<file path="src/rtl/small_pkg.sv">
// Shared definitions for the accumulator control unit: default widths,
// instruction field positions, opcode and FSM state encodings.
package small_pkg;

    localparam int ADDR_W_DEF = 12;
    localparam int DATA_W_DEF = 16;

    // Instruction word layout: opcode in the top nibble, argument below it
    localparam int OPC_MSB = 15;
    localparam int OPC_LSB = 12;
    localparam int ARG_MSB = 11;
    localparam int ARG_LSB = 0;
    localparam int OPC_W   = OPC_MSB - OPC_LSB + 1;
    localparam int ARG_W   = ARG_MSB - ARG_LSB + 1;

    typedef enum logic [OPC_W-1:0] {
        OP_NOP = 4'h0,
        OP_LDI = 4'h1,
        OP_NAD = 4'h2,
        OP_SHR = 4'h3,
        OP_SHL = 4'h4,
        OP_STA = 4'h5,
        OP_JMP = 4'h6,
        OP_JZ  = 4'h7,
        OP_HLT = 4'hF
    } opcode_e;

    typedef enum logic [2:0] {
        S_FETCH  = 3'd0,
        S_DECODE = 3'd1,
        S_LOAD   = 3'd2,
        S_EXEC   = 3'd3,
        S_STORE  = 3'd4,
        S_HALT   = 3'd5
    } state_e;

endpackage

</file>
<file path="src/rtl/control_unit.sv">
// Multi-cycle control unit for a small accumulator machine; the ALU sits
// beside it and is steered through the ctl_* selects.
module control_unit
    import small_pkg::*;
#(
    parameter int ADDR_W = ADDR_W_DEF,
    parameter int DATA_W = DATA_W_DEF
) (
    input  logic              clk,
    input  logic              rst,
    output logic              mem_req,
    output logic              mem_we,
    output logic [ADDR_W-1:0] mem_addr,
    output logic [DATA_W-1:0] mem_wdata,
    input  logic [DATA_W-1:0] mem_rdata,
    input  logic              mem_ack,
    output logic [DATA_W-1:0] acc_data,
    output logic [DATA_W-1:0] mem_data,
    output logic [DATA_W-1:0] arg_data,
    output logic              ctl_nad,
    output logic              ctl_shr,
    output logic              ctl_shl,
    output logic              ctl_arg,
    input  logic [DATA_W-1:0] result,
    input  logic              is_zero,
    output logic              halted
);

    state_e            r_state;
    state_e            w_next;
    logic [ADDR_W-1:0] r_pc;
    logic [DATA_W-1:0] r_ir;
    logic [DATA_W-1:0] r_acc;
    logic [DATA_W-1:0] r_operand;
    logic [OPC_W-1:0]  w_op;
    logic [ARG_W-1:0]  w_arg;
    logic [ADDR_W-1:0] w_arg_addr;

    assign w_op       = r_ir[OPC_MSB:OPC_LSB];
    assign w_arg      = r_ir[ARG_MSB:ARG_LSB];
    assign w_arg_addr = ADDR_W'(w_arg);

    assign acc_data  = r_acc;
    assign mem_data  = r_operand;
    assign arg_data  = DATA_W'(w_arg);
    assign mem_wdata = r_acc;

    always_ff @(posedge clk) begin
        if (rst) begin
            r_state <= S_FETCH;
        end else begin
            r_state <= w_next;
        end
    end

    // mem_ack is only looked at in states that hold mem_req high
    always_comb begin
        w_next = r_state;
        case (r_state)
            S_FETCH: begin
                if (mem_ack) w_next = S_DECODE;
            end
            S_DECODE: begin
                case (w_op)
                    OP_NAD:                 w_next = S_LOAD;
                    OP_LDI, OP_SHR, OP_SHL: w_next = S_EXEC;
                    OP_STA:                 w_next = S_STORE;
                    OP_HLT:                 w_next = S_HALT;
                    default:                w_next = S_FETCH;
                endcase
            end
            S_LOAD: begin
                if (mem_ack) w_next = S_EXEC;
            end
            S_EXEC:  w_next = S_FETCH;
            S_STORE: begin
                if (mem_ack) w_next = S_FETCH;
            end
            S_HALT:  w_next = S_HALT;
            default: w_next = S_FETCH;
        endcase
    end

    // Outputs are silenced during the reset cycle so an aborted store never lands
    always_comb begin
        mem_req  = 1'b0;
        mem_we   = 1'b0;
        mem_addr = r_pc;
        ctl_nad  = 1'b0;
        ctl_shr  = 1'b0;
        ctl_shl  = 1'b0;
        ctl_arg  = 1'b0;
        halted   = 1'b0;
        if (!rst) begin
            case (r_state)
                S_FETCH: mem_req = 1'b1;
                S_LOAD: begin
                    mem_req  = 1'b1;
                    mem_addr = w_arg_addr;
                end
                S_STORE: begin
                    mem_req  = 1'b1;
                    mem_we   = 1'b1;
                    mem_addr = w_arg_addr;
                end
                S_EXEC: begin
                    case (w_op)
                        OP_LDI:  ctl_arg = 1'b1;
                        OP_NAD:  ctl_nad = 1'b1;
                        OP_SHR:  ctl_shr = 1'b1;
                        OP_SHL:  ctl_shl = 1'b1;
                        default: ;
                    endcase
                end
                S_HALT:  halted = 1'b1;
                default: ;
            endcase
        end
    end

    always_ff @(posedge clk) begin
        if (rst) begin
            r_pc      <= '0;
            r_ir      <= '0;
            r_acc     <= '0;
            r_operand <= '0;
        end else begin
            case (r_state)
                S_FETCH: begin
                    if (mem_ack) begin
                        r_ir <= mem_rdata;
                        r_pc <= r_pc + ADDR_W'(1);
                    end
                end
                // JZ looks at is_zero here, while the ALU still reflects the current acc
                S_DECODE: begin
                    if (w_op == OP_JMP || (w_op == OP_JZ && is_zero)) begin
                        r_pc <= w_arg_addr;
                    end
                end
                S_LOAD: begin
                    if (mem_ack) r_operand <= mem_rdata;
                end
                S_EXEC:  r_acc <= result;
                default: ;
            endcase
        end
    end

endmodule

</file>
<file path="config.mk">
export PLATFORM = sky130hd
export DESIGN_NAME = control_unit
export DESIGN_NICKNAME = d
export VERILOG_FILES = /design/src/rtl/small_pkg.sv /design/src/rtl/control_unit.sv
export SDC_FILE = /design/constraint.sdc
export NUM_CORES = 1
export LEC_CHECK = 0
export CORE_ASPECT_RATIO = 2
export CORE_MARGIN = 2
export CORE_UTILIZATION = 40
export CTS_CLUSTER_SIZE = 24
export DETAILED_ROUTE_END_ITERATION = 10
export PLACE_DENSITY = 0.88
export SLEW_MARGIN = 25
export SYNTH_ARGS = -nofsm -noshare
export SYNTH_HDL_FRONTEND = slang
export SYNTH_SLANG_ARGS = --single-unit
</file>
<file path="constraint.sdc">
create_clock -name clk -period 2 [get_ports clk]
set_input_delay 0.6 -clock clk [delete_from_list [all_inputs] [get_ports clk]]
set_output_delay 0.6 -clock clk [all_outputs]
set_load 0.01 [all_outputs]
</file>
==> impl_metrics.prom <==
# TYPE chip_impl_metric gauge
chip_impl_metric{name="floorplan.core_area",unit="sq um"} 7600
chip_impl_metric{name="antenna_cells",unit=""} 0
chip_impl_metric{name="number_of_global_route_vias_before_repair",unit=""} 3245
chip_impl_info{name="min_delay_worst_endpoint",value="mem_data[5]"} 1
chip_impl_metric{name="postSynthRegisterBits",unit=""} 63
chip_impl_info{name="rsz0062_at_grt",value="true"} 1
chip_impl_metric{name="vias_per_cell",unit=""} 5.35
chip_impl_metric{name="synth_warnings",unit=""} 0
chip_impl_metric{name="gp_routability_congestion",unit=""} 0.908
chip_impl_metric{name="initial_utilization",unit=""} 0.410
chip_impl_metric{name="timing.critical_path.fanout_max",unit=""} 4
chip_impl_metric{name="die_h",unit="microns"} 129
chip_impl_info{name="timing.hold.worst.start",value="mem_data[5]"} 1
chip_impl_info{name="cts.root.buffer_cell",value="sky130_fd_sc_hd__clkbuf_16"} 1
chip_impl_metric{name="final_nets",unit=""} 546
chip_impl_metric{name="netlist_instances",unit=""} 397
chip_impl_metric{name="period_minus_slack",unit="ns"} 2.36
chip_impl_metric{name="placementRows",unit=""} 45
chip_impl_metric{name="cts_buffers",unit=""} 9
chip_impl_metric{name="cts-root-to-sink-buffers",unit=""} 2
chip_impl_info{name="failing_checks",value="setup timing"} 1
chip_impl_info{name="tritoncts",value="built"} 1
chip_impl_info{name="synth_top_cells_by_area",value="sky130_fd_sc_hd__dfxtp_1 (40%), sky130_fd_sc_hd__nand2_1 (13%), sky130_fd_sc_hd__a21oi_1 (9.5%), sky130_fd_sc_hd__buf_4 (7.7%), sky130_fd_sc_hd__mux2_2 (4.3%)"} 1
chip_impl_metric{name="die_area",unit="sq um"} 8550
chip_impl_metric{name="global_route_congestion_overflow_total",unit=""} 0
chip_impl_info{name="timing.rr.start",value="r_state[0]"} 1
chip_impl_metric{name="drt_pass1_iterations",unit=""} 6
chip_impl_metric{name="setup_slack",unit="ns"} -0.355
chip_impl_metric{name="wire_length_of_the_first_global_routing_pass",unit="mm"} 15.6
chip_impl_metric{name="max_cap_viol_count",unit=""} 0
chip_impl_metric{name="worst_slew_margin_rel",unit=""} 0.575
chip_impl_metric{name="critical_path_arrival",unit="ns"} 1.76
chip_impl_info{name="postSynth.topFlopCell",value="sky130_fd_sc_hd__dfxtp_1"} 1
chip_impl_metric{name="cts_htree_levels",unit=""} 3
chip_impl_metric{name="synth_seq_area_share",unit=""} 0.405
chip_impl_metric{name="power.ir.vdd_worst",unit="uV"} 647
chip_impl_info{name="critical_path.reg2reg.endpoint",value="r_pc[4]"} 1
chip_impl_metric{name="report.final.slew_viol_count",unit=""} 0
chip_impl_info{name="synth.cells.most_frequent",value="sky130_fd_sc_hd__nand2_1 (109), sky130_fd_sc_hd__dfxtp_1 (63), sky130_fd_sc_hd__a21oi_1 (59)"} 1
chip_impl_info{name="hold_path_class",value="reg2reg"} 1
chip_impl_metric{name="data_required_time_of_the_critical_path",unit="ns"} 1.40
chip_impl_metric{name="clock.fmax",unit="GHz"} 0.425
chip_impl_info{name="critical_path_sink_type",value="output port"} 1
chip_impl_metric{name="area_growth",unit="%"} 55.9
chip_impl_metric{name="ff2ff_path_depth",unit=""} 6
chip_impl_info{name="outcome",value="finished with violations"} 1
chip_impl_metric{name="wire_length_per_cell",unit="microns"} 16.5
chip_impl_metric{name="ys_types",unit=""} 51
chip_impl_metric{name="vias",unit=""} 3253
chip_impl_metric{name="grt_use_total",unit=""} 0.241
chip_impl_metric{name="max_slew.worst_pin.slew",unit="ns"} 0.638
chip_impl_metric{name="r2r_setup_slack",unit="ns"} 0.07
chip_impl_metric{name="ios",unit=""} 119
chip_impl_info{name="synthMostInstantiatedCell",value="sky130_fd_sc_hd__nand2_1"} 1
chip_impl_metric{name="synth_top_area_share",unit=""} 0.405
chip_impl_metric{name="avgSynthCellArea",unit="sq um"} 7.85
chip_impl_metric{name="grt_max_degree",unit=""} 58
chip_impl_metric{name="synth_edf_count",unit=""} 0
chip_impl_metric{name="final_hold_viol_count",unit=""} 0
chip_impl_metric{name="first_iter_violations",unit=""} 332
chip_impl_metric{name="placed_instance_area",unit="sq um"} 4360
chip_impl_metric{name="total_power_density_per_cell_area",unit="nW/um^2"} 692
chip_impl_metric{name="cts.clk_slew.worst_paths",unit="ns"} 0.05
chip_impl_metric{name="final_layout_size_suffix_gt1_frac",unit=""} 0.218
chip_impl_metric{name="post-route-period-util",unit=""} 1.18
chip_impl_metric{name="route.antenna.remaining_nets",unit=""} 0
chip_impl_metric{name="fin_tns_setup",unit="ns"} -5.21
chip_impl_metric{name="die_w",unit="microns"} 66.4
chip_impl_metric{name="clock_skew",unit="ns"} 0.00609
chip_impl_metric{name="synth_area",unit="sq um"} 3120
chip_impl_info{name="critPathLaunchType",value="flip-flop"} 1
chip_impl_metric{name="drc_errors",unit=""} 0
chip_impl_info{name="cp-startpoint",value="r_state[1]"} 1
chip_impl_metric{name="async_flop_share",unit=""} 0
chip_impl_metric{name="total_leakage_power",unit="nW"} 1.84
chip_impl_metric{name="finalInstanceArea",unit="sq um"} 4860
chip_impl_metric{name="cts_num_sinks",unit=""} 63
chip_impl_metric{name="final-setup-viol-count",unit=""} 17
chip_impl_metric{name="design_power_total",unit="mW"} 3.36
chip_impl_metric{name="hpwl",unit="mm"} 6.91
chip_impl_metric{name="place.port_buffers",unit=""} 114
chip_impl_info{name="critical_path_class",value="reg2out"} 1
chip_impl_metric{name="wirelength",unit="mm"} 10.0
chip_impl_metric{name="worstSkewPairLatency",unit="ns"} 0.33
chip_impl_info{name="synth_area_leader_cell",value="sky130_fd_sc_hd__dfxtp_1"} 1
chip_impl_metric{name="cts_hold_buffers",unit=""} 0
chip_impl_metric{name="hold_depth",unit=""} 2
chip_impl_metric{name="grt_antenna_before_repair",unit=""} 0
through the flow:
step	setup WS [ns]	util	cells	hold slack, ns
floorplan	-0.0255	-	400	0.455
global placement	-0.565	0.573	582	0.442
detailed placement	-0.578	0.573	582	0.448
CTS	-0.375	0.634	605	0.453
global route	-0.435	0.639	608	0.472
finish	-0.355	0.639	608	0.452
how the worst max path moves through the flow:
stage,cells past startpoint,endpoint
2_1_floorplan,5,mem_addr[10]
3_3_place_gp,4,ctl_shr
3_5_place_dp,4,ctl_shr
4_1_cts,6,mem_addr[3]
5_1_grt,5,ctl_shr
6_report,5,ctl_nad
critical path, stage by stage (launching register included):
cell and delay [ns]:
sky130_fd_sc_hd__dfxtp_2 0.35, sky130_fd_sc_hd__nor2b_4 0.17, sky130_fd_sc_hd__nand2_2 0.07, sky130_fd_sc_hd__or3_4 0.39, sky130_fd_sc_hd__nor4b_4 0.27, sky130_fd_sc_hd__buf_2 0.17
sequential cells by signal, indices dropped and copies added (netlist names):
| signal | count |
|---|---|
| r_ir | 16 |
| mem_data | 16 |
| acc_data | 16 |
| r_state | 3 |
| r_pc | 12 |
report_power, final:
| group | leakage, nW | switching [mW] | internal, mW |
|---|---|---|---|
| logic | 1.19 | 0.236 | 0.274 |
| registers | 0.512 | 0.0528 | 1.30 |
| clock network | 0.138 | 0.534 | 0.965 |
routing by layer:
| metal | vias up | share of wire | GRT usage | wire [microns] |
|---|---|---|---|---|
| li1 | 1545 | - | - | - |
| met1 | 1489 | 0.36 | 0.248 | 3600 |
| met2 | 171 | 0.54 | 0.422 | 5370 |
| met3 | 48 | 0.055 | 0.0542 | 552 |
| met4 | 0 | 0.049 | 0.161 | 491 |
| met5 | - | 0 | 0 | 0 |
cell families (layout without fill, tap and decap cells):
kind of cell / after synthesis / count (layout) / synth area share
fa+ha+maj: 1 / 1 / 0.00402
compound gates: 86 / 86 / 0.165
simple gates: 166 / 166 / 0.248
buf+inv: 63 / 177 / 0.119
flops: 63 / 63 / 0.405
mux: 15 / 15 / 0.0530
xor+xnor: 2 / 2 / 0.00562
other cells: 1 / 4 / 0.00120
placed cells by master (no fill, tap or decap), types with 4 or more instances in the layout:
cell and instances:
sky130_fd_sc_hd__mux2_4 12, sky130_fd_sc_hd__nand2_1 108, sky130_fd_sc_hd__buf_2 6, sky130_fd_sc_hd__nand2b_1 4, sky130_fd_sc_hd__buf_4 36, sky130_fd_sc_hd__clkbuf_1 4, sky130_fd_sc_hd__inv_1 5, sky130_fd_sc_hd__buf_6 15
sky130_fd_sc_hd__conb_1 4, sky130_fd_sc_hd__a21oi_1 59, sky130_fd_sc_hd__clkdlybuf4s50_1 93, sky130_fd_sc_hd__nand4_1 4, sky130_fd_sc_hd__nor2_1 7, sky130_fd_sc_hd__o21ai_0 7, sky130_fd_sc_hd__dfxtp_1 61, sky130_fd_sc_hd__nor3_1 4
sky130_fd_sc_hd__clkbuf_16 9, sky130_fd_sc_hd__nand3_1 6
what timing repair did:
item                                    CTS  global route
cloned                                    1             0
setup buffers                             6             5
endpoints found under the hold margin     0             0
endpoints found under the setup margin   26            27
gates resized for setup                 115            10
pin swaps                                 4             7
area by class of cell:
type | count | area [sq um]
Sequential cell | 63 | 1260
Fill cell | 605 | 2750
Clock buffer | 13 | 240
Timing Repair Buffer | 156 | 1490
Inverter | 5 | 18.8
Tap cell | 94 | 118
Clock inverter | 3 | 43.8
Multi-Input combinational cell | 274 | 1680
No activity file was read; power rests on OpenSTA's default activity.
